$ cat src/rtl/wisc_pkg.sv
// wisc_pkg: shared WISC-F18 definitions for the program loader slice.
//   - field widths of the decoded instruction interface
//   - opcode enumeration (ADD..HLT), numbering matches instruction bits [15:12]
//   - loader FSM state enumeration
package wisc_pkg;

  localparam int unsigned WORD_W = 16;
  localparam int unsigned OP_W   = 4;
  localparam int unsigned REG_W  = 4;
  localparam int unsigned IMM_W  = 9;
  localparam int unsigned COND_W = 3;

  typedef enum logic [OP_W-1:0] {
    OP_ADD    = 4'h0,
    OP_SUB    = 4'h1,
    OP_XOR    = 4'h2,
    OP_RED    = 4'h3,
    OP_SLL    = 4'h4,
    OP_SRA    = 4'h5,
    OP_ROR    = 4'h6,
    OP_PADDSB = 4'h7,
    OP_LW     = 4'h8,
    OP_SW     = 4'h9,
    OP_LLB    = 4'hA,
    OP_LHB    = 4'hB,
    OP_B      = 4'hC,
    OP_BR     = 4'hD,
    OP_PCS    = 4'hE,
    OP_HLT    = 4'hF
  } opcode_e;

  typedef enum logic [1:0] {
    ST_IDLE,
    ST_LOAD,
    ST_WRITE,
    ST_DONE
  } ld_state_e;

endpackage

$ cat src/rtl/instr_encoder.sv
// instr_encoder: combinational WISC-F18 instruction encoder.
//   opcode, rd, rs, rt, imm, cond : decoded instruction fields
//   word    : 16-bit encoded instruction
//   illegal : immediate out of range for the opcode (word is then don't-care)
module instr_encoder
  import wisc_pkg::*;
(
  input  logic [OP_W-1:0]   opcode,
  input  logic [REG_W-1:0]  rd,
  input  logic [REG_W-1:0]  rs,
  input  logic [REG_W-1:0]  rt,
  input  logic [IMM_W-1:0]  imm,
  input  logic [COND_W-1:0] cond,
  output logic [WORD_W-1:0] word,
  output logic              illegal
);

  always_comb begin
    word    = '0;
    illegal = 1'b0;
    case (opcode_e'(opcode))
      OP_ADD, OP_SUB, OP_XOR, OP_RED, OP_PADDSB: begin
        word = {opcode, rd, rs, rt};
      end
      OP_SLL, OP_SRA, OP_ROR: begin
        // shift amount 0..15: all upper bits (incl. sign) must be clear
        word    = {opcode, rd, rs, imm[3:0]};
        illegal = (imm[8:4] != '0);
      end
      OP_LW, OP_SW: begin
        // offset -8..7: bits [8:3] must be a pure sign extension
        word    = {opcode, rd, rs, imm[3:0]};
        illegal = !((imm[8:3] == '0) || (imm[8:3] == '1));
      end
      OP_LLB, OP_LHB: begin
        word    = {opcode, rd, imm[7:0]};
        illegal = imm[8];
      end
      OP_B: begin
        word = {opcode, cond, imm};
      end
      OP_BR: begin
        word = {opcode, cond, 1'b0, rs, 4'b0000};
      end
      OP_PCS: begin
        word = {opcode, rd, 8'h00};
      end
      OP_HLT: begin
        word = {opcode, 12'h000};
      end
      default: begin
        word    = '0;
        illegal = 1'b0;
      end
    endcase
  end

endmodule

$ cat src/rtl/program_loader.sv
// program_loader: writes a WISC-F18 program into instruction memory.
//   Start/BaseAddr        : begin a load session (sampled only when idle)
//   InValid/InReady       : handshake for decoded instruction fields
//   Opcode..Cond          : decoded fields, encoded by instr_encoder
//   MemWrEn/MemAddr/MemWData/MemReady : imem write port, held until MemReady
//   Done  : one-cycle pulse at end of load (HLT written or address overflow)
//   Err   : sticky per session, illegal immediate or address overflow
//   Count : words written since Start
module program_loader
  import wisc_pkg::*;
#(
  parameter int unsigned ADDR_W = 16
) (
  input  logic                clk,
  input  logic                rst_n,
  input  logic                Start,
  input  logic [ADDR_W-1:0]   BaseAddr,
  input  logic                InValid,
  output logic                InReady,
  input  logic [OP_W-1:0]     Opcode,
  input  logic [REG_W-1:0]    Rd,
  input  logic [REG_W-1:0]    Rs,
  input  logic [REG_W-1:0]    Rt,
  input  logic [IMM_W-1:0]    Imm,
  input  logic [COND_W-1:0]   Cond,
  output logic                MemWrEn,
  output logic [ADDR_W-1:0]   MemAddr,
  output logic [WORD_W-1:0]   MemWData,
  input  logic                MemReady,
  output logic                Done,
  output logic                Err,
  output logic [ADDR_W-1:0]   Count
);

  localparam logic [ADDR_W-1:0] ADDR_MAX = {{(ADDR_W-1){1'b1}}, 1'b0};

  ld_state_e           state, state_nxt;
  logic [WORD_W-1:0]   enc_word;
  logic                enc_illegal;
  logic                word_is_hlt;
  logic                addr_at_max;

  instr_encoder u_enc (
    .opcode  (Opcode),
    .rd      (Rd),
    .rs      (Rs),
    .rt      (Rt),
    .imm     (Imm),
    .cond    (Cond),
    .word    (enc_word),
    .illegal (enc_illegal)
  );

  assign word_is_hlt = (opcode_e'(MemWData[15:12]) == OP_HLT);
  assign addr_at_max = (MemAddr == ADDR_MAX);

  // Handshake strobes decode straight from the state so an async reset
  // drops them immediately.
  always_comb begin
    state_nxt = state;
    InReady   = 1'b0;
    MemWrEn   = 1'b0;
    Done      = 1'b0;
    case (state)
      ST_IDLE: begin
        if (Start) state_nxt = ST_LOAD;
      end
      ST_LOAD: begin
        InReady = 1'b1;
        if (InValid && !enc_illegal) state_nxt = ST_WRITE;
      end
      ST_WRITE: begin
        MemWrEn = 1'b1;
        if (MemReady) state_nxt = (word_is_hlt || addr_at_max) ? ST_DONE : ST_LOAD;
      end
      ST_DONE: begin
        Done      = 1'b1;
        state_nxt = ST_IDLE;
      end
      default: state_nxt = ST_IDLE;
    endcase
  end

  always_ff @(posedge clk or negedge rst_n) begin
    if (!rst_n) state <= ST_IDLE;
    else        state <= state_nxt;
  end

  always_ff @(posedge clk or negedge rst_n) begin
    if (!rst_n) begin
      MemAddr  <= '0;
      MemWData <= '0;
      Count    <= '0;
      Err      <= 1'b0;
    end else begin
      case (state)
        ST_IDLE: begin
          if (Start) begin
            MemAddr <= {BaseAddr[ADDR_W-1:1], 1'b0};
            Count   <= '0;
            Err     <= 1'b0;
          end
        end
        ST_LOAD: begin
          if (InValid) begin
            if (enc_illegal) Err <= 1'b1;
            else             MemWData <= enc_word;
          end
        end
        ST_WRITE: begin
          if (MemReady) begin
            Count <= Count + ADDR_W'(1);
            // HLT ends the load cleanly even at the top address; only a
            // non-HLT word there is an overflow, and the address never wraps.
            if (!word_is_hlt) begin
              if (addr_at_max) Err <= 1'b1;
              else             MemAddr <= MemAddr + ADDR_W'(2);
            end
          end
        end
        default: ;
      endcase
    end
  end

endmodule

$ cat config.mk
export PLATFORM = sky130hd
export DESIGN_NAME = program_loader
export DESIGN_NICKNAME = d
export VERILOG_FILES = /design/src/rtl/wisc_pkg.sv /design/src/rtl/instr_encoder.sv /design/src/rtl/program_loader.sv
export SDC_FILE = /design/constraint.sdc
export NUM_CORES = 1
export LEC_CHECK = 0
export ABC_AREA = 1
export ABC_CLOCK_PERIOD_IN_PS = 2650
export CORE_UTILIZATION = 51
export CTS_BUF_LIST = sky130_fd_sc_hd__clkbuf_16
export DETAILED_ROUTE_END_ITERATION = 10
export GPL_TIMING_DRIVEN = 0
export PLACE_DENSITY = 0.92
export SLEW_MARGIN = 30
export SYNTH_ARGS = -nofsm -noshare
export SYNTH_HDL_FRONTEND = slang
export SYNTH_SLANG_ARGS = --single-unit
$ cat constraint.sdc
create_clock -name clk -period 2.65 [get_ports clk]
set_input_delay 0.53 -clock clk [delete_from_list [all_inputs] [get_ports clk]]
set_output_delay 0.53 -clock clk [all_outputs]
set_load 0.02 [all_outputs]
After elaboration in Yosys (flattened, before gate mapping)
Index checks and enable logic that the tools add are counted.
{"block": "classes", "n_addsub": 2, "eq_ne": 29, "bitwise": 1, "reduce_logical": 21, "mux": 25}
{"operator": "$pmux W16 S7", "n": 1}
{"operator": "$mux W16", "n": 6}
{"operator": "$pmux W16 S2", "n": 2}
{"operator": "$eq A4 B4 Y1 const B", "n": 9}
{"operator": "$add A16 B1 Y16 const B", "n": 1}
{"operator": "$add A16 B2 Y16 const B", "n": 1}
{"operator": "$eq A16 B16 Y1 const B", "n": 1}
{"operator": "$eq A4 B3 Y1 const B", "n": 4}
{"operator": "$ne A2 B2 Y1 const B", "n": 8}
{"operator": "$reduce_or A5 Y1", "n": 2}
{"operator": "$mux W1", "n": 9}
{"operator": "$reduce_and A3 Y1", "n": 3}
{"operator": "$eq A4 B2 Y1 const B", "n": 2}
{"operator": "$mux W2", "n": 4}
{"operator": "$pmux W2 S4", "n": 1}
{"operator": "$reduce_and A7 Y1", "n": 1}
{"operator": "$eq A6 B6 Y1 const B", "n": 1}
{"operator": "$logic_not A6 Y1", "n": 1}
{"operator": "$pmux W1 S3", "n": 2}
{"operator": "$reduce_and A5 Y1", "n": 1}
{"operator": "$reduce_bool A5 Y1", "n": 1}
{"operator": "$eq A2 B2 Y1 const B", "n": 2}
{"operator": "$eq A4 B1 Y1 const B", "n": 1}
{"operator": "$logic_not A4 Y1", "n": 1}
{"operator": "10 further kinds", "n": 13}
{"block": "totals", "output_inout_bits": 52, "ff_bits": 51, "inputBits": 49, "elab_cells": 83}

Longest topological paths before layout
Gate-level depths: netlist (run 1).
{"block": "depth", "depth_word": 8, "mapped_depth": 12, "depth_no_buf": 11}

Cells and area by module
From an unflattened synthesis (run 1), not the netlist that was laid out.
{"block": "unflattened", "cells_unflattened": 461, "hier_area_um2": 3294.4}
{"mod": "program_loader", "n_inst": 1, "cells_each": 384, "seq_area_each_um2": 1251.2, "area_each_um2": 2955.3}
{"mod": "instr_encoder", "n_inst": 1, "cells_each": 77, "seq_area_each_um2": 0.0, "area_each_um2": 339.1}

Least setup slack after synthesis (run 1)
Ideal clock, no wire load.
{"block": "synth_timing", "path_type": "register to register", "from": "register state[0]", "to": "register MemAddr[10]", "required_time_ps": 2524, "n_path_buf": 2, "arrival_time_ps": 1786, "path_slack_ps": 737, "period_less_slack_ps": 1913, "setup_time_ps": 126, "path_stages_with_launch": 10, "path_cell_list": "dfrtp_1 -> inv_1 -> ha_1 -> buf_2 -> nor2_1 -> nor2_8 -> inv_2 -> a21oi_2 -> buf_4 -> o21ai_0"}
{"block": "synth_between", "elab_chain_len": 3, "word_cells_on_any_way": 9, "classes_between": "eq/ne: 5; mux: 1; reduce/logical: 3"}
{"element": "from (decl)", "line_no": "program_loader.sv:37", "text": "ld_state_e state, state_nxt;"}
{"element": "from (signal assigned)", "line_no": "program_loader.sv:86", "text": "else state <= state_nxt;"}
{"element": "$eq A2 B2 Y1 or $logic_not A2 Y1 (tied branches)", "line_no": "program_loader.sv:96", "text": "case (state)"}
{"element": "$ne A2 B2 Y1 (no line) or $reduce_bool A2 Y1 (tied branches)"}
{"element": "$reduce_and A5 Y1 (no line)"}
{"element": "to (signal assigned)", "line_no": "program_loader.sv:99", "text": "MemAddr <= {BaseAddr[ADDR_W-1:1], 1'b0};"}
{"element": "to (signal assigned)", "line_no": "program_loader.sv:117", "text": "else MemAddr <= MemAddr + ADDR_W'(2);"}
{"element": "to (decl)", "line_no": "program_loader.sv:27", "text": "output logic [ADDR_W-1:0] MemAddr,"}
Several ways; a longest one is shown, not always the timed one.
A chain may end at the register's enable or synchronous reset.

Worst setup path in the final report (run 1)
{"block": "layout_timing", "from": "register state[1]", "to": "output port InReady"}
{"block": "layout_between", "elab_chain_len": 2}
{"element": "$eq A2 B1 Y1", "line_no": "program_loader.sv:64", "text": "case (state)"}
{"element": "$mux W1", "line_no": "program_loader.sv:64"}
{"element": "to (decl)", "line_no": "program_loader.sv:19", "text": "output logic InReady,"}
No other way between the ends.

==> results of run 1 <==
[worst max path at each step]
| stage | start | end |
|---|---|---|
| finish | state[1] | InReady |
| global route | state[0] | Err |
| CTS | state[1] | InReady |
| detailed placement | Opcode[1] | MemWData[7] |
| global placement | rst_n | MemAddr[13] |
| floorplan | state[0] | MemAddr[10] |
[final cells by class]
type	count	share of cell area, %
clock inverter	2	0.741
buffer	16	2.09
timing repair buffer	97	21.3
tap	77	2.11
multi-input combinational	373	38.6
sequential	50	27.5
inverter	61	5.02
clock buffer	5	2.75
[per-layer routing]
metal / global-route usage, % / share of wire, % / vias to the layer above
met5: 0 / 0 / -
met2: 47.2 / 50 / 188
li1: - / - / 1822
met1: 32.2 / 40 / 1702
met4: 11.8 / 2.5 / 0
met3: 5.77 / 7.6 / 28
[placed cells by master, fill, tap and decap left out, types with 2 or more instances in the layout]
| cell | synthesis | final |
|---|---|---|
| nor3_1 | 9 | 9 |
| clkbuf_16 | 0 | 5 |
| dfrtp_1 | 50 | 50 |
| o21ai_0 | 33 | 33 |
| a21oi_2 | 2 | 2 |
| nand3_1 | 42 | 42 |
| buf_4 | 5 | 6 |
| ha_1 | 8 | 8 |
| o21bai_1 | 2 | 2 |
| a21oi_1 | 9 | 9 |
| clkdlybuf4s50_1 | 0 | 96 |
| clkinv_1 | 1 | 2 |
| or2_2 | 2 | 2 |
| o22ai_1 | 2 | 2 |
| inv_1 | 57 | 57 |
| buf_6 | 2 | 2 |
| inv_2 | 3 | 3 |
| nand2_2 | 4 | 4 |
| clkbuf_1 | 7 | 7 |
| nand2_1 | 177 | 177 |
| nor2_1 | 41 | 41 |
| nand4_1 | 33 | 33 |
[metrics by stage]
stage / instance area [µm²] / hold slack, ns / cells / utilization (%)
floorplan: 3330 / 0.234 / 500 / -
global placement: 4400 / 0.456 / 674 / 69.7
detailed placement: 4400 / 0.458 / 674 / 69.7
CTS: 4560 / 0.290 / 681 / 72.2
global route: 4560 / 0.321 / 681 / 72.2
finish: 4560 / 0.270 / 681 / 72.2
[critical path, cell delays in order, from the launching register on]
cell and delay [ns]:
dfrtp_1 0.45, inv_1 0.14, ha_1 0.28, clkdlybuf4s50_1 0.65
[sequential cells by signal (all words and copies together), names as in the netlist]
name      cells
MemWData     16
state         2
Count        16
Err           1
MemAddr      15
[logic make-up (layout without fill, tap and decap cells)]
| group | count (synthesis) | in the layout | synth area share, % |
|---|---|---|---|
| AO/OA/AOI/OAI | 52 | 52 | 8.56 |
| adder cells (fa/ha/maj) | 8 | 8 | 3.00 |
| buffers and inverters | 77 | 181 | 9.72 |
| flip-flops | 50 | 50 | 37.5 |
| other | 1 | 1 | 0.113 |
| AND/OR/NAND/NOR | 312 | 312 | 41.1 |
[report_power, final]
group / total [mW] / switching, mW / internal [mW]
combinational: 2.29 / 1.37 / 0.925
sequential: 1.32 / 0.291 / 1.02
clock: 0.711 / 0.274 / 0.437
total: 4.32 / 1.93 / 2.39
==> metrics.md, run 1 <==
| Metric | Value |
|---|---|
| Yosys top cell area share | between 30% and 40% |
| CTS Hold Buffers Added | 0 |
| Num CTS Buffers | 5 |
| CP Data Arrival Time | between 1.5 and 2 ns |
| Syn_area_per_cell | between 6 and 7 µm² |
| Register Area | ~1300 µm² |
| Worst-path clk slew | approximately 0.06 ns |
| Place WS | between 0.3 and 0.4 ns |
| GR Overflow Total | 0 |
| Total Die Area | between 6000 and 7000 µm² |
| Clk root buf | clkbuf_16 |
| Status | complete, no violations |
| Crit path kind | reg -> out |
| Peak VDD IR | 730 µV |
| Worst Tran Pin Value | 0.637 ns |
| Pre-Repair DR Iteration Count | 5 |
| Crit-path max FO | 6 |
| RSZ-0062 raised after global routing | no |
| WP data required | approximately 2.1 ns |
| Slew Limit Headroom | 57.5% |
| Initial DRC count | approximately 260 |
| Reg2Reg Launch Point | state[0] |
| Period minus WS final | ~2.3 ns |
| Post-Route Setup TNS | 0 ns |
| Pwr per Cell Area | 948 nW/µm² |
| Area growth syn-to-layout | 36.7% |
| Synth area leaders | dfrtp_1 (38%), nand2_1 (20%), inv_1 (6.4%), nand3_1 (6.3%), nand4_1 (6.2%) |
| Seq cells post-synth | 50 |
| GRT Overall Usage | approximately 27% |
| Netlist cell types | 31 |
| CTS tree | done |
| Routed via count | ~3700 |
| First-pass GRT wire length | ~16000 µm |
| Post-synth EDFFs | 0 |
| DRC | 0 |
| Maximum Capacitance Violations | 0 |
| Die Wd | 82.8 µm |
| Port Buf Inserts | slightly below 100 |
| Final max-slew violation count | 0 |
| Post-synthesis async set-or-reset flop share | between 90% and 100% |
| Total core area | ~6300 µm² |
| Reg2reg setup slack | 0.43 ns |
| Final Net Count | between 600 and 700 |
| Mapped Area | ~3300 µm² |
| Post-synthesis cell count | 500 |
| Vias in the first global route | about 3600 |
| Yosys warnings | 0 |
| Clock Sinks | 50 |
| Total design power | between 4 and 5 mW |
| Chip height | between 80 and 90 µm |
| HP Class | in -> async |
| Crit path launch type | flop |
| Number of I/O pins | slightly above 100 |
| Leakage | 2.16 nW |
| ANT nets after route | 0 |
| Commonest cells in the netlist | nand2_1 (177), inv_1 (57), dfrtp_1 (50) |
| Worst skew pair latency | just under 0.3 ns |
| Via density | roughly 5.5 |
| H-Tree Depth | 2 |
| Fmax | around 0.43 GHz |
| Seq/Total Area, Yosys | 37.5% |
| Cell taking the most area after synthesis | dfrtp_1 |
| Initial Utilization | 52.8% |
| Post-CTS setup buffer count | 0 |
| Dpl hpwl | between 6000 and 7000 µm |
| Tcrit/Tclk final | a little under 90% |
| RR Endpoint | Count[5] |
| Crit. End Element | output pin |
| Final hold vios | 0 |
| Top-count cell post-synth | nand2_1 |
| Final GP Congestion | roughly 0.9 |
| Largest net degree at the start of global routing | a little over 50 |
| Syn nets | approximately 560 |
| CTS resizes | 0 |
| Initial antenna violation count | 0 |
| Fill cells | 520 |
| Final setup fails | 0 |
| Area of the multi-input gates | ~1800 µm² |
| Share of layout cells above drive strength 1 | 4.97% |
| Reg2Reg Depth | 12 |
| Final Skew | about 0.0017 ns |
| Final WS setup | between 0.3 and 0.4 ns |
| Antenna Cells | 0 |
| WL per Instance | about 13 µm |
| Max Root-Sink Buffers | 2 |
| Rows | 29 |
| Top_reg_cell synth | dfrtp_1 |
| Final wirelength | 9160 µm |
No activity file was read; power rests on OpenSTA's default activity.
==> run 2: changes to the inputs <==
--- a/config.mk
+++ b/config.mk
@@ -7,11 +7,11 @@
 export LEC_CHECK = 0
 export ABC_AREA = 1
 export ABC_CLOCK_PERIOD_IN_PS = 2650
-export CORE_UTILIZATION = 51
-export CTS_BUF_LIST = sky130_fd_sc_hd__clkbuf_16
+export CORE_UTILIZATION = 40
+export CTS_BUF_LIST = sky130_fd_sc_hd__clkbuf_8
 export DETAILED_ROUTE_END_ITERATION = 10
 export GPL_TIMING_DRIVEN = 0
-export PLACE_DENSITY = 0.92
+export PLACE_DENSITY = 0.76
 export SLEW_MARGIN = 30
 export SYNTH_ARGS = -nofsm -noshare
 export SYNTH_HDL_FRONTEND = slang
==> run 2 against run 1 <==
Register-to-register slack better by 0.02 ns. Non-clock buffer count up 1. Final area grew 0.14%. Critical path type unchanged. Critical endpoint unchanged. Combinational power about the same. Critical path depth did not move. Largest cell class unchanged. Maximum frequency fell by 1.6%. Highest routed layer unchanged. First-iteration DRC count decreased by 36%.
==> metrics.md, run 2 (synthesis gave the netlist of run 1 again) <==
| Metric | Value |
|---|---|
| Final wirelength | 9240 µm |
| Clock Sinks | 50 |
| First-pass GRT wire length | ~16000 µm |
| Register Area | 1250 µm² |
| Largest registers | Count x16, MemWData x16, MemAddr x15 |
| Tcrit/Tclk final | about nine tenths |
| Psw | approximately 1.9 mW |
| Fmax | between 0.4 and 0.5 GHz |
| Initial DRC count | 165 |
| Share of layout cells above drive strength 1 | under 10% |
| Most common cell after layout, fill and taps aside | nand2_1 |
| Fill cells | 750 |
| Chip height | between 90 and 100 µm |
| HP Class | in -> async |
| Peak VDD IR | ~400 µV |
| Post-Route Setup TNS | 0 ns |
| Place WS | 0.313 ns |
| RSZ-0062 raised after global routing | no |
| Highest-count cells in the layout ignoring fill and taps | nand2_1 (177), clkdlybuf4s50_1 (96), inv_1 (57), dfrtp_1 (50), nand3_1 (42) |
| Status | complete, no violations |
| Final GP Congestion | 0.904 |
| Worst-path clk slew | about 0.10 ns |
| Via density | between 5 and 6 |
| Total Die Area | 8700 µm² |
| Antenna Cells | 0 |
| DRC | 0 |
| Max Root-Sink Buffers | 2 |
| Area growth syn-to-layout | 36.9% |
| CTS resizes | 0 |
| Clock power frac | between 10 and 15% |
| Pre-Repair DR Iteration Count | 5 |
| Final Net Count | approximately 660 |
| CTS Hold Buffers Added | 0 |
| Die Wd | 93.3 µm |
| Comb power frac | a little under three fifths |
| ANT nets after route | 0 |
| Worst skew pair latency | approximately 0.31 ns |
| Initial Utilization | between 40% and 50% |
| GRT Overall Usage | 22.5% |
| Dpl hpwl | between 7000 and 8000 µm |
| Vias in the first global route | 3443 |
| H-Tree Depth | 2 |
| Final hold vios | 0 |
| CTS tree | done |
| Maximum Capacitance Violations | 0 |
| Leakage | approximately 2.1 nW |
| Total design power | roughly 4.2 mW |
| Period minus WS final | 2.37 ns |
| Area of the multi-input gates | 1760 µm² |
| Crit path launch type | flop |
| Crit. End Element | output pin |
| Final Skew | 0.00533 ns |
| Pwr per Cell Area | 911 nW/µm² |
| Final max-slew violation count | 0 |
| Slew Limit Headroom | about 67% |
| Post-CTS setup buffer count | 0 |
| Rows | 32 |
| GR Overflow Total | 0 |
| Worst Tran Pin Value | ~0.50 ns |
| CP Data Arrival Time | 1.84 ns |
| Total core area | between 7000 and 8000 µm² |
| Initial antenna violation count | 0 |
| WL per Instance | between 10 and 15 µm |
| Placed Cells | 700 |
| Final setup fails | 0 |
| Sw frac | between 40% and 50% |
| Largest net degree at the start of global routing | 27 |
| Final std cells w/o fill | 708 |
| Clk root buf | clkbuf_8 |
| Crit path kind | reg -> out |
| Number of I/O pins | a little over 100 |
| Post-layout util | between 50% and 60% |
| Num CTS Buffers | 5 |
| Crit-path max FO | 6 |
| Port Buf Inserts | 97 |
| Final WS setup | between 0.2 and 0.3 ns |
| Routed via count | 3615 |
| Sequential group share of total power | a little under a third |
| Internal | about 2.2 mW |
| WP data required | between 2 and 2.5 ns |
run 2: cell types whose count changed in the layout (fill, tap and decap cells not counted), sizes merged:
cell      change
buf           +1
clkinv        -1
clkinvlp      +2
run 2: layout make-up:
class	count	area share, %
inverters	61	5.02
plain buffers	16	2.08
well taps	102	2.80
clock inverters	3	0.987
multi-input cells	373	38.5
repair buffers	98	21.7
flip-flops and latches	50	27.4
clock buffers	5	1.51
run 2: final timing paths:
| check | slack [ns] | endpoint | cells past startpoint | startpoint |
|---|---|---|---|---|
| max | 0.28 | InReady | 3 | state[1] |
| min | 0.11 | Count[7] | 1 | rst_n |
| max reg2reg | 0.45 | MemAddr[7] | 11 | state[0] |
| min reg2reg | 0.49 | MemWData[0] | 2 | MemWData[0] |
| max in group asynchronous | 2.07 | Err | 2 | rst_n |
| min in group clk | 0.49 | MemWData[0] | 2 | MemWData[0] |
run 2: routing by layer:
layer	global-route usage, %	wire length, µm
met1	28.1	4050
met2	39.8	4650
met3	3.50	395
met4	6.67	142
met5	0	0
run 2: through the flow:
stage | area, µm² | hold slack (ns)
CTS | 4560 | 0.123
global route | 4560 | 0.118
detailed placement | 4450 | 0.460
global placement | 4430 | 0.460
floorplan | 3330 | 0.234
finish | 4560 | 0.115
run 2: critical path, cell delays in order, from the launching register on:
cell             delay, ns
dfrtp_1               0.46
inv_1                 0.15
ha_1                  0.27
clkdlybuf4s50_1       0.64
run 2: power by group through the flow:
stage | clock network (mW) | registers (mW) | logic [mW]
2_1_floorplan | 0 | 1.55 | 1.09
3_3_place_gp | 0 | 1.31 | 2.23
3_5_place_dp | 0 | 1.31 | 2.31
4_1_cts | 0.572 | 1.30 | 2.32
5_1_grt | 0.601 | 1.34 | 2.55
6_report | 0.558 | 1.30 | 2.29
==> run 3: changes to the inputs <==
--- a/config.mk
+++ b/config.mk
@@ -9,6 +9,7 @@
 export ABC_CLOCK_PERIOD_IN_PS = 2650
 export CORE_UTILIZATION = 40
 export CTS_BUF_LIST = sky130_fd_sc_hd__clkbuf_8
+export CTS_CLUSTER_DIAMETER = 50
 export DETAILED_ROUTE_END_ITERATION = 10
 export GPL_TIMING_DRIVEN = 0
 export PLACE_DENSITY = 0.76
==> results of run 3 <==
Same layout as run 2: the final DEF is identical, and so are final timing and power.
